===== src/rtl/dcache_port_arb.sv =====
// -----------------------------------------------------------------------------
// dcache_port_arb
//
// Purpose:
//   Shares the single Dcache request port between the load-issue path and the
//   retired-store drain path of the load/store queue. Loads win by default;
//   stores win while drain mode is active (store-queue occupancy hysteresis)
//   or once a pending store has lost STARVE_LIMIT consecutive cycles. The
//   winning request is registered and held stable until the Dcache acks it.
//   An MSHR stall suppresses the request, and a branch squash can withdraw an
//   in-flight load that has not been acknowledged yet.
//
// Ports:
//   clk, rst_n         clock, asynchronous active-low reset
//   ld_req_i/ld_addr_i load request and address
//   ld_kill_i          squash of the pending or in-flight load
//   st_req_i/st_addr_i/st_data_i  retired store at SQ head
//   sq_cnt_i           store-queue occupancy (drives drain mode)
//   dc_stall_i         Dcache MSHR full
//   dc_ack_i           Dcache accepted the presented request
//   dc_req_o/dc_we_o/dc_addr_o/dc_data_o  request to the Dcache
//   ld_gnt_o/st_gnt_o  requester accepted this cycle
//   arb_state_o        0 IDLE, 1 LD_BUSY, 2 ST_BUSY
//   drain_mode_o       drain mode active
//   perf_*_cnt_o       performance counters
//
// Configuration:
//   DCACHE_ARB_PERF_CNT_EN  when defined, the three perf counters are live
//                           32-bit wrapping counters; otherwise they read 0.
// -----------------------------------------------------------------------------
module dcache_port_arb #(
  parameter int ADDR_W       = 64,
  parameter int SQ_CNT_W     = 4,
  parameter int DRAIN_HI     = 6,
  parameter int DRAIN_LO     = 2,
  parameter int STARVE_LIMIT = 8
) (
  input  logic                clk,
  input  logic                rst_n,
  input  logic                ld_req_i,
  input  logic [ADDR_W-1:0]   ld_addr_i,
  input  logic                ld_kill_i,
  input  logic                st_req_i,
  input  logic [ADDR_W-1:0]   st_addr_i,
  input  logic [63:0]         st_data_i,
  input  logic [SQ_CNT_W-1:0] sq_cnt_i,
  input  logic                dc_stall_i,
  input  logic                dc_ack_i,
  output logic                dc_req_o,
  output logic                dc_we_o,
  output logic [ADDR_W-1:0]   dc_addr_o,
  output logic [63:0]         dc_data_o,
  output logic                ld_gnt_o,
  output logic                st_gnt_o,
  output logic [1:0]          arb_state_o,
  output logic                drain_mode_o,
  output logic [31:0]         perf_ld_cnt_o,
  output logic [31:0]         perf_st_cnt_o,
  output logic [31:0]         perf_stall_cnt_o
);

  localparam int STARVE_W = $clog2(STARVE_LIMIT + 1);
  localparam logic [STARVE_W-1:0] STARVE_MAX = STARVE_W'(STARVE_LIMIT);
  localparam logic [STARVE_W-1:0] STARVE_ONE = STARVE_W'(1);
  localparam logic [SQ_CNT_W-1:0] SQ_HI      = SQ_CNT_W'(DRAIN_HI);
  localparam logic [SQ_CNT_W-1:0] SQ_LO      = SQ_CNT_W'(DRAIN_LO);

  typedef enum logic [1:0] {
    IDLE    = 2'd0,
    LD_BUSY = 2'd1,
    ST_BUSY = 2'd2
  } arb_state_e;

  arb_state_e          r_state;
  arb_state_e          w_state_nxt;
  logic [ADDR_W-1:0]   r_addr;
  logic [ADDR_W-1:0]   w_addr_nxt;
  logic [63:0]         r_data;
  logic [63:0]         w_data_nxt;
  logic                r_drain;
  logic                w_drain_nxt;
  logic [STARVE_W-1:0] r_starve;
  logic [STARVE_W-1:0] w_starve_nxt;

  logic w_busy;
  logic w_req;
  logic w_ack;
  logic w_ld_gnt;
  logic w_st_gnt;
  logic w_arb_en;
  logic w_ld_elig;
  logic w_st_elig;
  logic w_st_first;

  // An ack only counts while a request is actually presented.
  assign w_busy   = (r_state != IDLE);
  assign w_req    = w_busy & ~dc_stall_i;
  assign w_ack    = dc_ack_i & w_req;
  assign w_ld_gnt = w_ack & (r_state == LD_BUSY);
  assign w_st_gnt = w_ack & (r_state == ST_BUSY);

  // Re-arbitrate from IDLE or in the ack cycle, so a waiting requester is
  // presented on the very next cycle. The requester being granted right now
  // is masked so the same request cannot issue twice.
  assign w_arb_en   = ~dc_stall_i & ((r_state == IDLE) | w_ack);
  assign w_ld_elig  = ld_req_i & ~ld_kill_i & ~w_ld_gnt;
  assign w_st_elig  = st_req_i & ~w_st_gnt;
  assign w_st_first = r_drain | (r_starve == STARVE_MAX);

  // Next-state and request-latch selection.
  always_comb begin
    w_state_nxt = r_state;
    w_addr_nxt  = r_addr;
    w_data_nxt  = r_data;
    if (w_arb_en) begin
      if (w_st_elig && (w_st_first || !w_ld_elig)) begin
        w_state_nxt = ST_BUSY;
        w_addr_nxt  = st_addr_i;
        w_data_nxt  = st_data_i;
      end else if (w_ld_elig) begin
        w_state_nxt = LD_BUSY;
        w_addr_nxt  = ld_addr_i;
        w_data_nxt  = 64'd0;
      end else begin
        w_state_nxt = IDLE;
      end
    end else if ((r_state == LD_BUSY) && ld_kill_i) begin
      // Squashed before the ack: drop it, keep the stale request registers.
      w_state_nxt = IDLE;
    end else begin
      w_state_nxt = r_state;
    end
  end

  // Drain-mode hysteresis and store starvation counter.
  always_comb begin
    w_drain_nxt  = r_drain;
    w_starve_nxt = r_starve;
    if (sq_cnt_i >= SQ_HI) begin
      w_drain_nxt = 1'b1;
    end else if (sq_cnt_i <= SQ_LO) begin
      w_drain_nxt = 1'b0;
    end else begin
      w_drain_nxt = r_drain;
    end
    if (w_st_gnt || !st_req_i) begin
      w_starve_nxt = {STARVE_W{1'b0}};
    end else if (r_starve != STARVE_MAX) begin
      w_starve_nxt = r_starve + STARVE_ONE;
    end else begin
      w_starve_nxt = r_starve;
    end
  end

  // Arbiter state register.
  always_ff @(posedge clk or negedge rst_n) begin
    if (!rst_n) begin
      r_state <= IDLE;
    end else begin
      r_state <= w_state_nxt;
    end
  end

  // Request, drain-mode and starvation registers.
  always_ff @(posedge clk or negedge rst_n) begin
    if (!rst_n) begin
      r_addr   <= {ADDR_W{1'b0}};
      r_data   <= 64'd0;
      r_drain  <= 1'b0;
      r_starve <= {STARVE_W{1'b0}};
    end else begin
      r_addr   <= w_addr_nxt;
      r_data   <= w_data_nxt;
      r_drain  <= w_drain_nxt;
      r_starve <= w_starve_nxt;
    end
  end

  assign dc_req_o     = w_req;
  assign dc_we_o      = (r_state == ST_BUSY);
  assign dc_addr_o    = r_addr;
  assign dc_data_o    = r_data;
  assign ld_gnt_o     = w_ld_gnt;
  assign st_gnt_o     = w_st_gnt;
  assign arb_state_o  = r_state;
  assign drain_mode_o = r_drain;

`ifdef DCACHE_ARB_PERF_CNT_EN
  logic [31:0] r_perf_ld;
  logic [31:0] r_perf_st;
  logic [31:0] r_perf_stall;

  // Wrapping grant and stall counters.
  always_ff @(posedge clk or negedge rst_n) begin
    if (!rst_n) begin
      r_perf_ld    <= 32'd0;
      r_perf_st    <= 32'd0;
      r_perf_stall <= 32'd0;
    end else begin
      if (w_ld_gnt) begin
        r_perf_ld <= r_perf_ld + 32'd1;
      end
      if (w_st_gnt) begin
        r_perf_st <= r_perf_st + 32'd1;
      end
      if (w_busy && dc_stall_i) begin
        r_perf_stall <= r_perf_stall + 32'd1;
      end
    end
  end

  assign perf_ld_cnt_o    = r_perf_ld;
  assign perf_st_cnt_o    = r_perf_st;
  assign perf_stall_cnt_o = r_perf_stall;
`else
  assign perf_ld_cnt_o    = 32'd0;
  assign perf_st_cnt_o    = 32'd0;
  assign perf_stall_cnt_o = 32'd0;
`endif

endmodule


===== config.mk =====
export PLATFORM = sky130hd
export DESIGN_NAME = dcache_port_arb
export DESIGN_NICKNAME = d
export VERILOG_FILES = /design/src/rtl/dcache_port_arb.sv
export SDC_FILE = /design/constraint.sdc
export NUM_CORES = 1
export LEC_CHECK = 0
export CAP_MARGIN = 20
export CORE_AREA = 2 2 167 169
export CTS_CLUSTER_DIAMETER = 150
export DETAILED_ROUTE_END_ITERATION = 8
export DIE_AREA = 0 0 169 171
export HOLD_SLACK_MARGIN = 0.05
export SLEW_MARGIN = 20
export SYNTH_ARGS = -nofsm -noshare
export SYNTH_HDL_FRONTEND = slang
export SYNTH_SLANG_ARGS = --single-unit

===== constraint.sdc =====
create_clock -name clk -period 2.99 [get_ports clk]
set_input_delay 0.299 -clock clk [delete_from_list [all_inputs] [get_ports clk]]
set_output_delay 0.299 -clock clk [all_outputs]
set_load 0.01 [all_outputs]

==> metrics <==
status=finished clean; Setup CP Type=flip-flop to flip-flop; clock power share=30.9%; fin. max-slew vios=0; synth top area cells=dfrtp_1 (51%), buf_4 (12%), a22o_1 (8.4%); Design Area, Final=approximately 11,000 µm²; Site Rows=61; share of the synthesized area in the top cell type=50.7%; layout cells sized above 1=6.99%; initial antenna violation count=0; final setup skew=0.0122 ns; GRT Resource Usage Total=17.1%; drt first pass iters=4; Cell Area, Placed=10,100 µm²; crit-path max cell delay=between 0.5 and 0.6 ns; Inserted Diodes=0; switching power=2130 µW; Gate power share=between 30 and 40%; die height=171 µm; CTS tree=yes; warning count from the yosys run=0; max_slew headroom=53.6%; period utilisation layout=80.6%; hpwl dp=17,500 µm; Core Box Area=27,300 µm²; Seq pwr share=36.5%; CTS Buf Count=17; Buffers on Ports=between 300 and 400; sequential area share after synthesis=approximately half; top cells by count, synth=dfrtp_1 (135), buf_4 (103); Via density=4.70; synth-to-layout area growth=59.6%; Crit path required time=3.26 ns; Setup WS post-layout=0.581 ns; Skew-Pair Late Insertion Delay=0.42 ns; starting density of the core=24.4%; clk buf depth=2; DP Cell Count=1,229; fillers=2,691; worst hold path type=primary input to asynchronous set/reset pin; power per cell area=639 nW/µm²; drt drc=0; Fin Setup TNS=0 ns; Root Driver=clkbuf_16; Switching Share=a little under a third; vias in the first global route=6,014; ys flop type=dfrtp_1; gr ovfl total=0; Final Hold Vio Count=0; FMAX=415 MHz; critical path fanouts, max=25; die area=28,900 µm²; Die X-Extent=169 µm; Slowest-stage cell, CP=or4b_4; Design Power=roughly 7000 µW; post-CTS setup buffer count=0; Yosys cell types=33; Total Routed Length=~25,000 µm; cell taking the most area after synthesis=dfrtp_1; fin cells=1,262; Placement Setup Slack=0.273 ns; synthesized flop and latch total=135; Async SR Flop Fraction=100%; EDFF count, synth=0; ANT nets after route=0; Clock Sinks=135; Synth Instances=590; H-tree levels=4; WL/cell=20.1 µm; Static Leak=about 0.0044 µW; Mapped Avg Cell Area=11.3 µm²; post-layout min period=2.41 ns; crit-path cells=inv_1 -> ha_1 -> nand3b_1 -> or4b_4 -> buf_4 -> a311oi_1 -> a2bb2oi_1; first-pass GRT wire length=between 30,000 and 40,000 µm; via count=5,934; count leader, synth=dfrtp_1; crit path DAT=around 2.7 ns; critical path capture point type=flip-flop; # setup viols final=0; internal power=4670 µW; number of max-cap violations=0; worst vdd ir=0.000330 V; RSZ-0062 raised after global routing=no; initial DRC count=315; startpoint types=flip-flop; I/O pin count=around 430; Slew @ Worst Pin=about 0.70 ns; Nets=roughly 1,100; largest net degree at the start of global routing=75; GPL Wtd Cong=roughly 0.76; Synth Cell Area=6670 µm²; Clock transition at path regs=0.07 ns
==> what timing repair did <==
| action | CTS | global route |
|---|---|---|
| hold buffers | 1 | 0 |
| hold endpoints to repair | 36 | 0 |
| resized for setup | 0 | 0 |
==> metrics by stage <==
stage | util, % | hold WS (ns)
after floorplan | - | 0.00341
after global placement | 36.8 | 0.239
after detailed placement | 36.8 | 0.231
after CTS | 38.9 | 0.341
after global routing | 38.9 | 0.362
final | 38.9 | 0.342
==> final cells by class <==
| type | instances | area (µm²) | share of cell area [%] |
|---|---|---|---|
| timing repair buffer | 357 | 3580 | 33.6 |
| sequential | 135 | 3380 | 31.8 |
| multi-input combinational | 389 | 2670 | 25.1 |
| clock buffer | 18 | 439 | 4.13 |
| tap | 346 | 433 | 4.07 |
| clock inverter | 14 | 129 | 1.21 |
| inverter | 3 | 11.3 | 0.106 |
==> routing by layer <==
metal  up-vias  global-route usage (%)  wire length, µm
met4         0                    3.86              212
met3        11                    5.94             2360
met1      2891                    21.1            10300
met5         -                       0                0
li1       2711                       -                -
met2       321                    28.7            12400
==> worst max-delay path: cells and delay by family (launching register included) <==
kind	cells	cell delay, ns
simple gates	2	0.75
fa+ha+maj	1	0.21
compound gates	2	0.55
buf+inv	2	0.32
flops	1	0.42
==> flip-flops by register name, summed over array words and instances, names as in the netlist <==
name,flops
r_starve,4
dc_addr_o,64
dc_data_o,64
drain_mode_o,1
arb_state_o,2
==> placed cells by master (no fill, tap or decap), types with 4 or more instances in the layout <==
master / count
a22o_1: 64
a2bb2oi_1: 64
a311oi_1: 64
buf_12: 4
buf_4: 15
clkbuf_16: 17
clkdlybuf4s50_1: 336
conb_1: 96
dfrtp_1: 135
inv_6: 4
inv_8: 4
nor2_1: 8
o21ai_0: 64
==> cell families after synthesis <==
kind of cell / count (synthesis) / synth area share [%]
compound gates: 263 / 30.9
xor+xnor: 2 / 0.263
fa+ha+maj: 2 / 0.375
buf+inv: 161 / 15.3
flops: 135 / 50.7
mux: 1 / 0.169
other cells: 1 / 0.0563
simple gates: 25 / 2.33
==> power groups by stage <==
stage	registers, µW	clock network [µW]	logic (µW)
after floorplan	2670	0	790
after global placement	2510	0	2220
after detailed placement	2490	0	2240
after CTS	2480	2180	2250
after global routing	2530	2260	2390
final	2480	2100	2220
==> final timing paths <==
check                                            endpoint  cells past startpoint                      start  slack, ns
worst max-delay path             dc_addr_o[1]$_DFFE_PN0P_                      7    r_starve[0]$_DFFE_PN0P_       0.58
worst min-delay path             dc_data_o[2]$_DFFE_PN0P_                      2                      rst_n       0.34
worst max register to register   dc_addr_o[1]$_DFFE_PN0P_                      7    r_starve[0]$_DFFE_PN0P_       0.58
worst min register to register  dc_data_o[29]$_DFFE_PN0P_                      1  dc_data_o[29]$_DFFE_PN0P_       0.50
max in group asynchronous        dc_addr_o[8]$_DFFE_PN0P_                      3                      rst_n       1.90
min in group clk                dc_addr_o[10]$_DFFE_PN0P_                      3              ld_addr_i[10]       0.44
Note: power is estimated with default switching activity, not from simulation.
